==> src/rtl/dram_bank_fsm_if.sv <==
// Request-stream and scheduler req/gnt bundle for one DRAM bank controller.
// The bank FSM connects through the slave modport, its driver through master.
interface dram_bank_fsm_if #(
  parameter int BA_WIDTH = 2,
  parameter int RA_WIDTH = 14,
  parameter int CA_WIDTH = 10,
  parameter int ID_WIDTH = 4
);
  logic                req_valid;
  logic                req_ready;
  logic [ID_WIDTH-1:0] req_id;
  logic [RA_WIDTH-1:0] req_ra;
  logic [CA_WIDTH-1:0] req_ca;
  logic [3:0]          req_len;
  logic                req_wr;

  logic                act_req, rd_req, wr_req, pre_req, ref_req;
  logic                act_gnt, rd_gnt, wr_gnt, pre_gnt, ref_gnt;
  logic [BA_WIDTH-1:0] sched_ba;
  logic [RA_WIDTH-1:0] sched_ra;
  logic [CA_WIDTH-1:0] sched_ca;
  logic [ID_WIDTH-1:0] sched_id;

  modport master (
    output req_valid, req_id, req_ra, req_ca, req_len, req_wr,
    output act_gnt, rd_gnt, wr_gnt, pre_gnt, ref_gnt,
    input  req_ready, act_req, rd_req, wr_req, pre_req, ref_req,
    input  sched_ba, sched_ra, sched_ca, sched_id
  );

  modport slave (
    input  req_valid, req_id, req_ra, req_ca, req_len, req_wr,
    input  act_gnt, rd_gnt, wr_gnt, pre_gnt, ref_gnt,
    output req_ready, act_req, rd_req, wr_req, pre_req, ref_req,
    output sched_ba, sched_ra, sched_ca, sched_id
  );
endinterface

==> src/rtl/dram_bank_fsm.sv <==
// Per-bank DDR2 controller: tracks the open row and bank timers, and turns
// bank requests into ACT/RD/WR/PRE/REF requests towards the command scheduler.
module dram_bank_fsm #(
  parameter int BANK_ID  = 0,
  parameter int BA_WIDTH = 2,
  parameter int RA_WIDTH = 14,
  parameter int CA_WIDTH = 10,
  parameter int ID_WIDTH = 4,
  parameter int TW       = 8,
  parameter int CA_INC   = 4
) (
  input  logic          clk,
  input  logic          rst_n,
  dram_bank_fsm_if.slave bus,
  input  logic [TW-1:0] t_rcd_m1,
  input  logic [TW-1:0] t_rp_m1,
  input  logic [TW-1:0] t_ras_m1,
  input  logic [TW-1:0] t_rfc_m1,
  input  logic [TW-1:0] t_rtp_m1,
  input  logic [TW-1:0] t_wtp_m1,
  input  logic          ref_req_i,
  output logic          ref_done_o,
  output logic          row_open_o
);

  typedef enum logic [2:0] {
    IDLE, ACTIVATING, ACTIVE, PRECHARGING, REFRESHING
  } state_t;

  state_t state_q, state_d;
  logic [TW-1:0] rcd_q, rcd_d, ras_q, ras_d, rp_q, rp_d;
  logic [TW-1:0] rfc_q, rfc_d, c2p_q, c2p_d;
  logic [3:0]    burst_q, burst_d;
  logic [RA_WIDTH-1:0] open_row_q, open_row_d;
  logic          row_open_q, row_open_d;
  logic          ref_done_q, ref_done_d;
  logic          act_q, act_d, rd_q, rd_d, wr_q, wr_d, pre_q, pre_d, ref_q, ref_d;
  logic [RA_WIDTH-1:0] sched_ra_q, sched_ra_d;
  logic [CA_WIDTH-1:0] sched_ca_q, sched_ca_d;
  logic [ID_WIDTH-1:0] sched_id_q, sched_id_d;

  logic act_g, rd_g, wr_g, pre_g, ref_g, col_g, final_col;
  logic hold_req, issue_col, hit, timers_clear;
  logic [CA_WIDTH-1:0] col_ca;

  function automatic logic [TW-1:0] dec_sat(input logic [TW-1:0] v);
    return (v == '0) ? v : v - TW'(1);
  endfunction

  assign act_g     = bus.act_gnt & act_q;
  assign rd_g      = bus.rd_gnt  & rd_q;
  assign wr_g      = bus.wr_gnt  & wr_q;
  assign pre_g     = bus.pre_gnt & pre_q;
  assign ref_g     = bus.ref_gnt & ref_q;
  assign col_g     = rd_g | wr_g;
  assign final_col = col_g && (burst_q == bus.req_len);
  assign hold_req  = (act_q & ~bus.act_gnt) | (rd_q & ~bus.rd_gnt) | (wr_q & ~bus.wr_gnt)
                   | (pre_q & ~bus.pre_gnt) | (ref_q & ~bus.ref_gnt);

  // Timers and bookkeeping as they will stand next cycle; request decisions
  // look at these so a registered request appears exactly when a timer hits 0.
  always_comb begin
    rcd_d      = act_g ? t_rcd_m1 : dec_sat(rcd_q);
    ras_d      = act_g ? t_ras_m1 : dec_sat(ras_q);
    rp_d       = pre_g ? t_rp_m1  : dec_sat(rp_q);
    rfc_d      = ref_g ? t_rfc_m1 : dec_sat(rfc_q);
    c2p_d      = rd_g ? t_rtp_m1 : (wr_g ? t_wtp_m1 : dec_sat(c2p_q));
    burst_d    = final_col ? 4'd0 : (col_g ? burst_q + 4'd1 : burst_q);
    open_row_d = act_g ? sched_ra_q : open_row_q;
    row_open_d = act_g ? 1'b1 : (pre_g ? 1'b0 : row_open_q);
    state_d    = state_q;
    ref_done_d = 1'b0;
    case (state_q)
      IDLE: begin
        if (ref_g) begin
          if (rfc_d == '0) ref_done_d = 1'b1;
          else             state_d    = REFRESHING;
        end else if (act_g) begin
          state_d = (rcd_d == '0) ? ACTIVE : ACTIVATING;
        end
      end
      ACTIVATING:  if (rcd_d == '0) state_d = ACTIVE;
      ACTIVE:      if (pre_g) state_d = (rp_d == '0) ? IDLE : PRECHARGING;
      PRECHARGING: if (rp_d == '0) state_d = IDLE;
      REFRESHING: begin
        if (rfc_d == '0) begin
          state_d    = IDLE;
          ref_done_d = 1'b1;
        end
      end
      default: state_d = IDLE;
    endcase
  end

  assign hit          = bus.req_valid && (bus.req_ra == open_row_d);
  assign timers_clear = (ras_d == '0) && (c2p_d == '0);
  assign col_ca       = bus.req_ca + CA_WIDTH'(burst_d) * CA_WIDTH'(CA_INC);

  // A pending request is frozen with its address until granted; otherwise the
  // next request is chosen fresh. The cycle after a final column grant is left
  // empty because the consumed request is still visible on the inputs.
  always_comb begin
    act_d      = act_q;
    rd_d       = rd_q;
    wr_d       = wr_q;
    pre_d      = pre_q;
    ref_d      = ref_q;
    sched_ra_d = sched_ra_q;
    sched_ca_d = sched_ca_q;
    sched_id_d = sched_id_q;
    issue_col  = 1'b0;
    if (!hold_req) begin
      act_d = 1'b0;
      rd_d  = 1'b0;
      wr_d  = 1'b0;
      pre_d = 1'b0;
      ref_d = 1'b0;
      case (state_d)
        IDLE: begin
          if (ref_req_i) begin
            ref_d = 1'b1;
          end else if (bus.req_valid) begin
            act_d      = 1'b1;
            sched_ra_d = bus.req_ra;
            sched_id_d = bus.req_id;
          end
        end
        ACTIVE: begin
          if (burst_d != 4'd0) begin
            issue_col = 1'b1;
          end else if (!final_col) begin
            if (ref_req_i)                          pre_d     = timers_clear;
            else if (hit)                           issue_col = 1'b1;
            else if (bus.req_valid && timers_clear) pre_d     = 1'b1;
          end
        end
        default: ;
      endcase
      if (issue_col) begin
        rd_d       = ~bus.req_wr;
        wr_d       = bus.req_wr;
        sched_ca_d = col_ca;
        sched_id_d = bus.req_id;
      end
    end
  end

  always_ff @(posedge clk or negedge rst_n) begin
    if (!rst_n) begin
      state_q    <= IDLE;
      rcd_q      <= '0;
      ras_q      <= '0;
      rp_q       <= '0;
      rfc_q      <= '0;
      c2p_q      <= '0;
      burst_q    <= '0;
      open_row_q <= '0;
      row_open_q <= 1'b0;
      ref_done_q <= 1'b0;
      act_q      <= 1'b0;
      rd_q       <= 1'b0;
      wr_q       <= 1'b0;
      pre_q      <= 1'b0;
      ref_q      <= 1'b0;
      sched_ra_q <= '0;
      sched_ca_q <= '0;
      sched_id_q <= '0;
    end else begin
      state_q    <= state_d;
      rcd_q      <= rcd_d;
      ras_q      <= ras_d;
      rp_q       <= rp_d;
      rfc_q      <= rfc_d;
      c2p_q      <= c2p_d;
      burst_q    <= burst_d;
      open_row_q <= open_row_d;
      row_open_q <= row_open_d;
      ref_done_q <= ref_done_d;
      act_q      <= act_d;
      rd_q       <= rd_d;
      wr_q       <= wr_d;
      pre_q      <= pre_d;
      ref_q      <= ref_d;
      sched_ra_q <= sched_ra_d;
      sched_ca_q <= sched_ca_d;
      sched_id_q <= sched_id_d;
    end
  end

  assign bus.req_ready = final_col;
  assign bus.act_req   = act_q;
  assign bus.rd_req    = rd_q;
  assign bus.wr_req    = wr_q;
  assign bus.pre_req   = pre_q;
  assign bus.ref_req   = ref_q;
  assign bus.sched_ba  = BA_WIDTH'(BANK_ID);
  assign bus.sched_ra  = sched_ra_q;
  assign bus.sched_ca  = sched_ca_q;
  assign bus.sched_id  = sched_id_q;
  assign ref_done_o    = ref_done_q;
  assign row_open_o    = row_open_q;

endmodule

==> src/flat_wrapper.sv <==
// flat-port wrapper written by rule: the top's interface ports become plain ports
module dram_bank_fsm_flat 
#(
  parameter int BANK_ID  = 0,
  parameter int BA_WIDTH = 2,
  parameter int RA_WIDTH = 14,
  parameter int CA_WIDTH = 10,
  parameter int ID_WIDTH = 4,
  parameter int TW       = 8,
  parameter int CA_INC   = 4
)
  (clk, rst_n, t_rcd_m1, t_rp_m1, t_ras_m1, t_rfc_m1, t_rtp_m1, t_wtp_m1, ref_req_i, ref_done_o, row_open_o, bus_req_valid, bus_req_id, bus_req_ra, bus_req_ca, bus_req_len, bus_req_wr, bus_act_gnt, bus_rd_gnt, bus_wr_gnt, bus_pre_gnt, bus_ref_gnt, bus_req_ready, bus_act_req, bus_rd_req, bus_wr_req, bus_pre_req, bus_ref_req, bus_sched_ba, bus_sched_ra, bus_sched_ca, bus_sched_id);
  dram_bank_fsm_if #(.BA_WIDTH(BA_WIDTH), .RA_WIDTH(RA_WIDTH), .CA_WIDTH(CA_WIDTH), .ID_WIDTH(ID_WIDTH)) bus_i ();
  input  logic clk;
  input  logic rst_n;
  input  logic [TW-1:0] t_rcd_m1;
  input  logic [TW-1:0] t_rp_m1;
  input  logic [TW-1:0] t_ras_m1;
  input  logic [TW-1:0] t_rfc_m1;
  input  logic [TW-1:0] t_rtp_m1;
  input  logic [TW-1:0] t_wtp_m1;
  input  logic ref_req_i;
  output logic ref_done_o;
  output logic row_open_o;
  input wire logic [$bits(bus_i.req_valid)-1:0] bus_req_valid;
  input wire logic [$bits(bus_i.req_id)-1:0] bus_req_id;
  input wire logic [$bits(bus_i.req_ra)-1:0] bus_req_ra;
  input wire logic [$bits(bus_i.req_ca)-1:0] bus_req_ca;
  input wire logic [$bits(bus_i.req_len)-1:0] bus_req_len;
  input wire logic [$bits(bus_i.req_wr)-1:0] bus_req_wr;
  input wire logic [$bits(bus_i.act_gnt)-1:0] bus_act_gnt;
  input wire logic [$bits(bus_i.rd_gnt)-1:0] bus_rd_gnt;
  input wire logic [$bits(bus_i.wr_gnt)-1:0] bus_wr_gnt;
  input wire logic [$bits(bus_i.pre_gnt)-1:0] bus_pre_gnt;
  input wire logic [$bits(bus_i.ref_gnt)-1:0] bus_ref_gnt;
  output wire logic [$bits(bus_i.req_ready)-1:0] bus_req_ready;
  output wire logic [$bits(bus_i.act_req)-1:0] bus_act_req;
  output wire logic [$bits(bus_i.rd_req)-1:0] bus_rd_req;
  output wire logic [$bits(bus_i.wr_req)-1:0] bus_wr_req;
  output wire logic [$bits(bus_i.pre_req)-1:0] bus_pre_req;
  output wire logic [$bits(bus_i.ref_req)-1:0] bus_ref_req;
  output wire logic [$bits(bus_i.sched_ba)-1:0] bus_sched_ba;
  output wire logic [$bits(bus_i.sched_ra)-1:0] bus_sched_ra;
  output wire logic [$bits(bus_i.sched_ca)-1:0] bus_sched_ca;
  output wire logic [$bits(bus_i.sched_id)-1:0] bus_sched_id;
  assign bus_i.req_valid = bus_req_valid;
  assign bus_i.req_id = bus_req_id;
  assign bus_i.req_ra = bus_req_ra;
  assign bus_i.req_ca = bus_req_ca;
  assign bus_i.req_len = bus_req_len;
  assign bus_i.req_wr = bus_req_wr;
  assign bus_i.act_gnt = bus_act_gnt;
  assign bus_i.rd_gnt = bus_rd_gnt;
  assign bus_i.wr_gnt = bus_wr_gnt;
  assign bus_i.pre_gnt = bus_pre_gnt;
  assign bus_i.ref_gnt = bus_ref_gnt;
  assign bus_req_ready = bus_i.req_ready;
  assign bus_act_req = bus_i.act_req;
  assign bus_rd_req = bus_i.rd_req;
  assign bus_wr_req = bus_i.wr_req;
  assign bus_pre_req = bus_i.pre_req;
  assign bus_ref_req = bus_i.ref_req;
  assign bus_sched_ba = bus_i.sched_ba;
  assign bus_sched_ra = bus_i.sched_ra;
  assign bus_sched_ca = bus_i.sched_ca;
  assign bus_sched_id = bus_i.sched_id;
  dram_bank_fsm #(.BANK_ID(BANK_ID), .BA_WIDTH(BA_WIDTH), .RA_WIDTH(RA_WIDTH), .CA_WIDTH(CA_WIDTH), .ID_WIDTH(ID_WIDTH), .TW(TW), .CA_INC(CA_INC)) u_core (.clk(clk), .rst_n(rst_n), .bus(bus_i), .t_rcd_m1(t_rcd_m1), .t_rp_m1(t_rp_m1), .t_ras_m1(t_ras_m1), .t_rfc_m1(t_rfc_m1), .t_rtp_m1(t_rtp_m1), .t_wtp_m1(t_wtp_m1), .ref_req_i(ref_req_i), .ref_done_o(ref_done_o), .row_open_o(row_open_o));
endmodule
==> config.mk <==
export PLATFORM = sky130hd
export DESIGN_NAME = dram_bank_fsm_flat
export DESIGN_NICKNAME = d
export VERILOG_FILES = /design/src/rtl/dram_bank_fsm_if.sv /design/src/rtl/dram_bank_fsm.sv /design/src/flat_wrapper.sv
export SDC_FILE = /design/constraint.sdc
export NUM_CORES = 1
export LEC_CHECK = 0
export CORE_ASPECT_RATIO = 1.5
export CORE_UTILIZATION = 45
export CTS_BUF_LIST = sky130_fd_sc_hd__clkbuf_8
export DETAILED_ROUTE_END_ITERATION = 8
export PLACE_DENSITY = 0.73
export SYNTH_ARGS = -nofsm -noshare
export SYNTH_HDL_FRONTEND = slang
export SYNTH_SLANG_ARGS = --single-unit
==> constraint.sdc <==
create_clock -name clk -period 8.55 [get_ports clk]
set_input_delay 0.855 -clock clk [delete_from_list [all_inputs] [get_ports clk]]
set_output_delay 0.855 -clock clk [all_outputs]
set_load 0.05 [all_outputs]
==> impl_metrics.tcl, run 1 <==
set metrics [dict create \
    dieArea_um2 12800 \
    arrival_ps 4860 \
    track_usage_pct 23.5 \
    power.leakage_nw 2.96 \
    p_per_area_nw_per_um2 222 \
    root_buffer "clkbuf_8" \
    synth_cell_types 66 \
    grt_max_degree 50 \
    grt_pass1_vias 5067 \
    r2r-start "u_core.rcd_q[0]$_DFF_PN0_" \
    fin_area_um2 7110 \
    tightestPinTransition_ps 1180 \
    async_reset_ff_share_pct 100 \
    maxClockFrequency_mhz 217 \
    hold_buffers 0 \
    drive_above_1_share_pct 10.1 \
    start_util_pct 46.2 \
    synth_compound_area_share_pct 15.1 \
    synth-edff-count 0 \
    crit_fanout 20 \
    clk_pin_slew_ps 90 \
    min_period_ps 4600 \
    syn_area_um2 5550 \
    muxShareOfSynthArea_pct 7.48 \
    synth-xor-area-share_pct 6.63 \
    synth.most_common_cell "dfrtp_1" \
    syn_inst 583 \
    drt-pass1-iter-count 4 \
    drc 0 \
    slew_viol_final 0 \
    drt-vias-per-instance 5.59 \
    overflow 0 \
    clk_path_buf_depth 2 \
    total_power_mw 1.58 \
    vias 4792 \
    holdWs_ps 496 \
    path_buf_inv 1 \
    place_hpwl_mm 11.1 \
    cts_tree "built" \
    fin_nets 802 \
    antenna_cells 0 \
    setup_viol_count_final 0 \
    numCtsBuffers 9 \
    synth.yosys.seq_area_share_pct 43.3 \
    synth_top_family_by_area "simple AND/OR/NAND/NOR gates" \
    rsz0062_at_grt "false" \
    critPathTopFamily "simple AND/OR/NAND/NOR gates" \
    postSynthAreaPerCell_um2 9.52 \
    layoutNonFillerInstCount 857 \
    clkLatencyLatePin_ps 370 \
    end_kind "register" \
    cts_sinks 96 \
    reg2reg_to "u_core.bus.sched_ra[6]$_DFFE_PN0P_" \
    rows 49 \
    hold_violations 0 \
    antenna_found_initial 0 \
    synth_flop_cell "dfrtp_1" \
    grt_pass1_wl_mm 23.9 \
    coreArea_um2 12000 \
    wl_mm 14.3 \
    critPathKind "input pin to register" \
    fillers 1079 \
    ys_ff_latch 96 \
    crit_chain "clkdlybuf4s50_1 -> and2_1 -> or4b_2 -> nand3_1 -> or4_1 -> o31a_1 -> or4_4 -> nor2_2 -> mux2_2" \
    ir_worst_vdd_uv 229 \
    htree_levels 3 \
    routabilityCongestion 0.847 \
    place_ws_ps 3500 \
    fin_util_pct 59.2 \
    die_width_um 92.7 \
    drv_cap 0 \
    r2r_setup_slack_ps 4040 \
    status "finished, final reports clean" \
    reg2regPathDepth 10 \
    fin_skew_ps 9.49 \
    finalCritPeriodShare_pct 53.8 \
    post-synth-top-area-cell "dfrtp_1" \
    fin_ws_ps 3950 \
    place_area_um2 6910 \
    hold_path_class "input pin to async pin" \
    yosys-top-cells-area "dfrtp_1, xnor2_1, mux2_2" \
    synthAdderAreaFrac_pct 3.07 \
    slew_headroom_pct 20.2 \
    yosys-top-cells-count "dfrtp_1, nand2_1, nor2_1" \
    cp_data_required_time_ps 8810 \
    cp_slowest_cell "nor2_2" \
    yosys_warnings 0 \
    die_y_um 138 \
    crit_path_start_kind "input pin" \
    post_cts_buffers 0 \
    dp.cells 841 \
    ant_nets 0 \
    setup_tns_ps 0 \
    port_buffers 125 \
    critPathMaxStageDelay_ps 630 \
    cts_resized 0 \
    synth_top_area_share_pct 43.3 \
    area_delta_synth_final_pct 28.1 \
    wire_per_inst_um 16.7 \
    io_pins 128 \
    synthSimpleGateAreaFrac_pct 19.6 \
    drt_iter0_drc 197 \
]
power by group:
group          internal (mW)  switching, mW
clock network          0.150          0.155
logic                  0.305          0.376
registers              0.525         0.0670
total                  0.979          0.598
registers in the layout, indices dropped and copies added, names as in the netlist:
| name | flops |
|---|---|
| u_core.burst_q | 4 |
| u_core.bus.act_req | 1 |
| u_core.bus.pre_req | 1 |
| u_core.bus.rd_req | 1 |
| u_core.bus.ref_req | 1 |
| u_core.bus.sched_ca | 10 |
| u_core.bus.sched_id | 4 |
| u_core.bus.sched_ra | 14 |
| u_core.bus.wr_req | 1 |
| u_core.c2p_q | 8 |
| u_core.open_row_q | 14 |
| u_core.ras_q | 8 |
| u_core.rcd_q | 8 |
| u_core.ref_done_o | 1 |
| u_core.rfc_q | 8 |
| u_core.row_open_o | 1 |
| u_core.rp_q | 8 |
| u_core.state_q | 3 |
how the worst max path moves through the flow:
stage / start / to / slack [ps] / cells past startpoint
final: bus_act_gnt / u_core.bus.sched_ra[6]$_DFFE_PN0P_ / 3950 / 9
after floorplan: u_core.rcd_q[0]$_DFF_PN0_ / u_core.bus.sched_ca[0]$_DFFE_PN0P_ / 4690 / 13
after global placement: bus_act_gnt / u_core.bus.sched_ra[4]$_DFFE_PN0P_ / 3600 / 9
after detailed placement: bus_act_gnt / u_core.bus.sched_ra[6]$_DFFE_PN0P_ / 3500 / 9
after global routing: bus_act_gnt / u_core.bus.sched_ra[6]$_DFFE_PN0P_ / 3680 / 9
after CTS: bus_act_gnt / u_core.bus.sched_ra[6]$_DFFE_PN0P_ / 3900 / 9
cell type report:
type | instances | area [um2] | share of cell area (%)
Multi-Input combinational cell | 423 | 2890 | 40.6
Sequential cell | 96 | 2400 | 33.8
Timing Repair Buffer | 128 | 1270 | 17.9
Tap cell | 153 | 191 | 2.69
Inverter | 41 | 154 | 2.16
Clock buffer | 11 | 151 | 2.13
Clock inverter | 5 | 55.1 | 0.774
per-layer routing:
| layer | up-vias | global-route usage [%] | routed length (um) |
|---|---|---|---|
| met5 | - | 0 | 0 |
| met4 | 0 | 10.1 | 439 |
| met3 | 33 | 3.47 | 554 |
| met2 | 136 | 42.2 | 7550 |
| met1 | 2308 | 27.4 | 5760 |
| li1 | 2315 | - | - |
kinds of logic after synthesis:
kind of cell | after synthesis
mux | 35
xor+xnor | 42
other cells | 1
flops | 96
compound gates | 122
buf+inv | 65
simple gates | 209
fa+ha+maj | 13
worst reg2reg max path, stage by stage (launching register included):
cell and delay, ps:
dfrtp_1 460, inv_1 90, ha_1 360, or4b_1 650
o221ai_1 250, a21oi_1 80, or4_1 530, o31a_1 320
or4_4 600, nor2_2 630, mux2_2 430
placed cells by master (no fill, tap or decap), drive strengths merged, types with 3 or more instances in the layout:
cell type	count
or2	9
mux2	31
nand2	57
o31a	4
nor2b	5
o211ai	11
nand4	5
or3	9
xnor2	31
nor4	11
or4b	5
a21o	4
clkdlybuf4s50	124
nor3	21
o21a	5
dfrtp	96
nor2	45
xor2	11
and2	4
mux2i	4
clkbuf	11
o211a	4
a21oi	21
o221ai	3
or4	10
ha	12
o22ai	3
o21ai	21
nand3	10
nand2b	6
buf	4
o31ai	14
inv	41
a31oi	13
No activity file was read; power rests on OpenSTA's default activity.
==> run 2, diff against run 1 <==
==> constraint.sdc (replaced) <==
create_clock -name clk -period 4.7 [get_ports clk]
set_input_delay 0.47 -clock clk [delete_from_list [all_inputs] [get_ports clk]]
set_output_delay 0.47 -clock clk [all_outputs]
set_load 0.05 [all_outputs]
==> run 2 against run 1 <==
Non-clock buffer count up 6; cell area up 0.81%; first-iteration DRC count is 26% higher; sequential cell count unchanged; cell count up 0.70%; wire length decreased by 1.3%; sequential share of layout area is 0.27 points lower; largest power group unchanged; highest routed layer unchanged.
==> impl_metrics.tcl, run 2 (same netlist as run 1, synthesis figures left out) <==
set metrics [dict create \
    status "finished, final reports clean" \
    root_buffer "clkbuf_8" \
    fin_skew_ps 9.61 \
    clkLatencyLatePin_ps 370 \
    drv_cap 0 \
    rsz0062_at_grt "false" \
    grt_pass1_vias 5014 \
    place_hpwl_mm 10.8 \
    cp_data_required_time_ps 4950 \
    drive_above_1_share_pct 10.7 \
    hold_violations 0 \
    die_width_um 92.7 \
    power.leakage_nw 3.00 \
    reg2regPathDepth 10 \
    area_delta_synth_final_pct 29.2 \
    mostFrequentLayoutCell "clkdlybuf4s50_1" \
    antenna_found_initial 0 \
    start_util_pct 46.2 \
    tightestPinTransition_ps 918 \
    cts_tree "built" \
    port_buffers 125 \
    track_usage_pct 23.0 \
    wl_mm 14.1 \
    hold_path_class "register to register" \
    drt-pass1-iter-count 4 \
    dp.cells 846 \
    fillers 1075 \
    antenna_cells 0 \
    htree_levels 3 \
    setup_viol_count_final 0 \
    drt_iter0_drc 248 \
    numCtsBuffers 9 \
    end_kind "register" \
    wire_per_inst_um 16.4 \
    slew_headroom_pct 38.8 \
    rows 49 \
    layoutNonFillerInstCount 863 \
    maxClockFrequency_mhz 235 \
    fin_nets 808 \
    final-seq-area_um2 2400 \
    p_per_area_nw_per_um2 401 \
    clk_path_buf_depth 2 \
    setup_tns_ps 0 \
    drt-vias-per-instance 5.60 \
    vias 4835 \
    cts_sinks 96 \
    multi_input_area_um2 2890 \
    die_y_um 138 \
    final_cell_mix "clkdlybuf4s50_1, dfrtp_1, nand2_1" \
    min_period_ps 4250 \
    crit_path_start_kind "register" \
    drc 0 \
    crit_fanout 13 \
    finalCritPeriodShare_pct 90.4 \
    overflow 0 \
    slew_viol_final 0 \
    ant_nets 0 \
    hold_path_depth 2 \
    grt_max_degree 74 \
    grt_pass1_wl_mm 23.4 \
    io_pins 128 \
    ir_worst_vdd_uv 343 \
    critPathKind "register to register" \
    routabilityCongestion 0.867 \
    fin_util_pct 59.7 \
    arrival_ps 4500 \
    coreArea_um2 12000 \
    dieArea_um2 12800 \
    clk_pin_slew_ps 90 \
]
## run 2: cell count changes in the layout (fill, tap and decap cells not counted)
cell and delta:
buf_4 +5, clkbuf_8 +1, clkinv_2 -1, clkinv_4 +1, clkinvlp_4 -1, dlygate4sd3_1 +1
## run 2: final cells by class
type	count	share of cell area, %
tap	153	2.67
sequential	96	33.5
clock buffer	12	2.30
inverter	41	2.15
clock inverter	4	0.716
timing repair buffer	134	18.4
multi-input combinational	423	40.3
## run 2: worst paths after layout
kind / slack (ps) / from / end
max: 450 / u_core.rcd_q[0]$_DFF_PN0_ / u_core.bus.sched_ca[1]$_DFFE_PN0P_
min reg2reg: 510 / u_core.open_row_q[11]$_DFF_PN0_ / u_core.open_row_q[11]$_DFF_PN0_
max reg2reg: 450 / u_core.rcd_q[0]$_DFF_PN0_ / u_core.bus.sched_ca[1]$_DFFE_PN0P_
min: 510 / u_core.open_row_q[11]$_DFF_PN0_ / u_core.open_row_q[11]$_DFF_PN0_
max in group asynchronous: 2960 / rst_n / u_core.bus.sched_id[0]$_DFFE_PN0P_
min in group asynchronous: 520 / rst_n / u_core.bus.sched_ra[10]$_DFFE_PN0P_
## run 2: worst max-delay path: stages, from the launching register on
cell and delay (ps):
dfrtp_1 460, inv_1 90, ha_1 320, or4b_1 630, o221ai_1 250, a21oi_1 90
or4_1 540, o31a_1 320, or4_4 610, or3_4 510, mux2_4 320
## run 2: what timing repair did
| item | in CTS | in global routing |
|---|---|---|
| setup buffers | 0 | 0 |
| resized for setup | 0 | 0 |
| hold buffers | 1 | 0 |
| endpoints found under the hold margin | 23 | 0 |
## run 2: power by group
group          total, mW  internal [mW]  switching (mW)
Combinational       1.23          0.551           0.679
Clock              0.573          0.290           0.283
Sequential          1.07          0.955           0.119
Total               2.88           1.80            1.08
## run 2: per-layer routing
metal | up-vias | part of all wire [%] | global-route usage, %
met4 | 0 | 2.7 | 10.1
li1 | 2324 | - | -
met3 | 31 | 4.4 | 3.69
met1 | 2340 | 41 | 26.9
met5 | - | 0 | 0
met2 | 140 | 52 | 40.9
## run 2: through the flow
stage / instance area, um2 / setup slack, ps / hold WS [ps] / total power [mW]
final: 7170 / 453 / 507 / 2.88
after global routing: 7170 / 252 / 536 / 3.06
after CTS: 7170 / 475 / 509 / 2.91
after detailed placement: 6940 / 498 / 382 / 2.32
after global placement: 6940 / 576 / 374 / 2.30
after floorplan: 5550 / 837 / 174 / 1.95
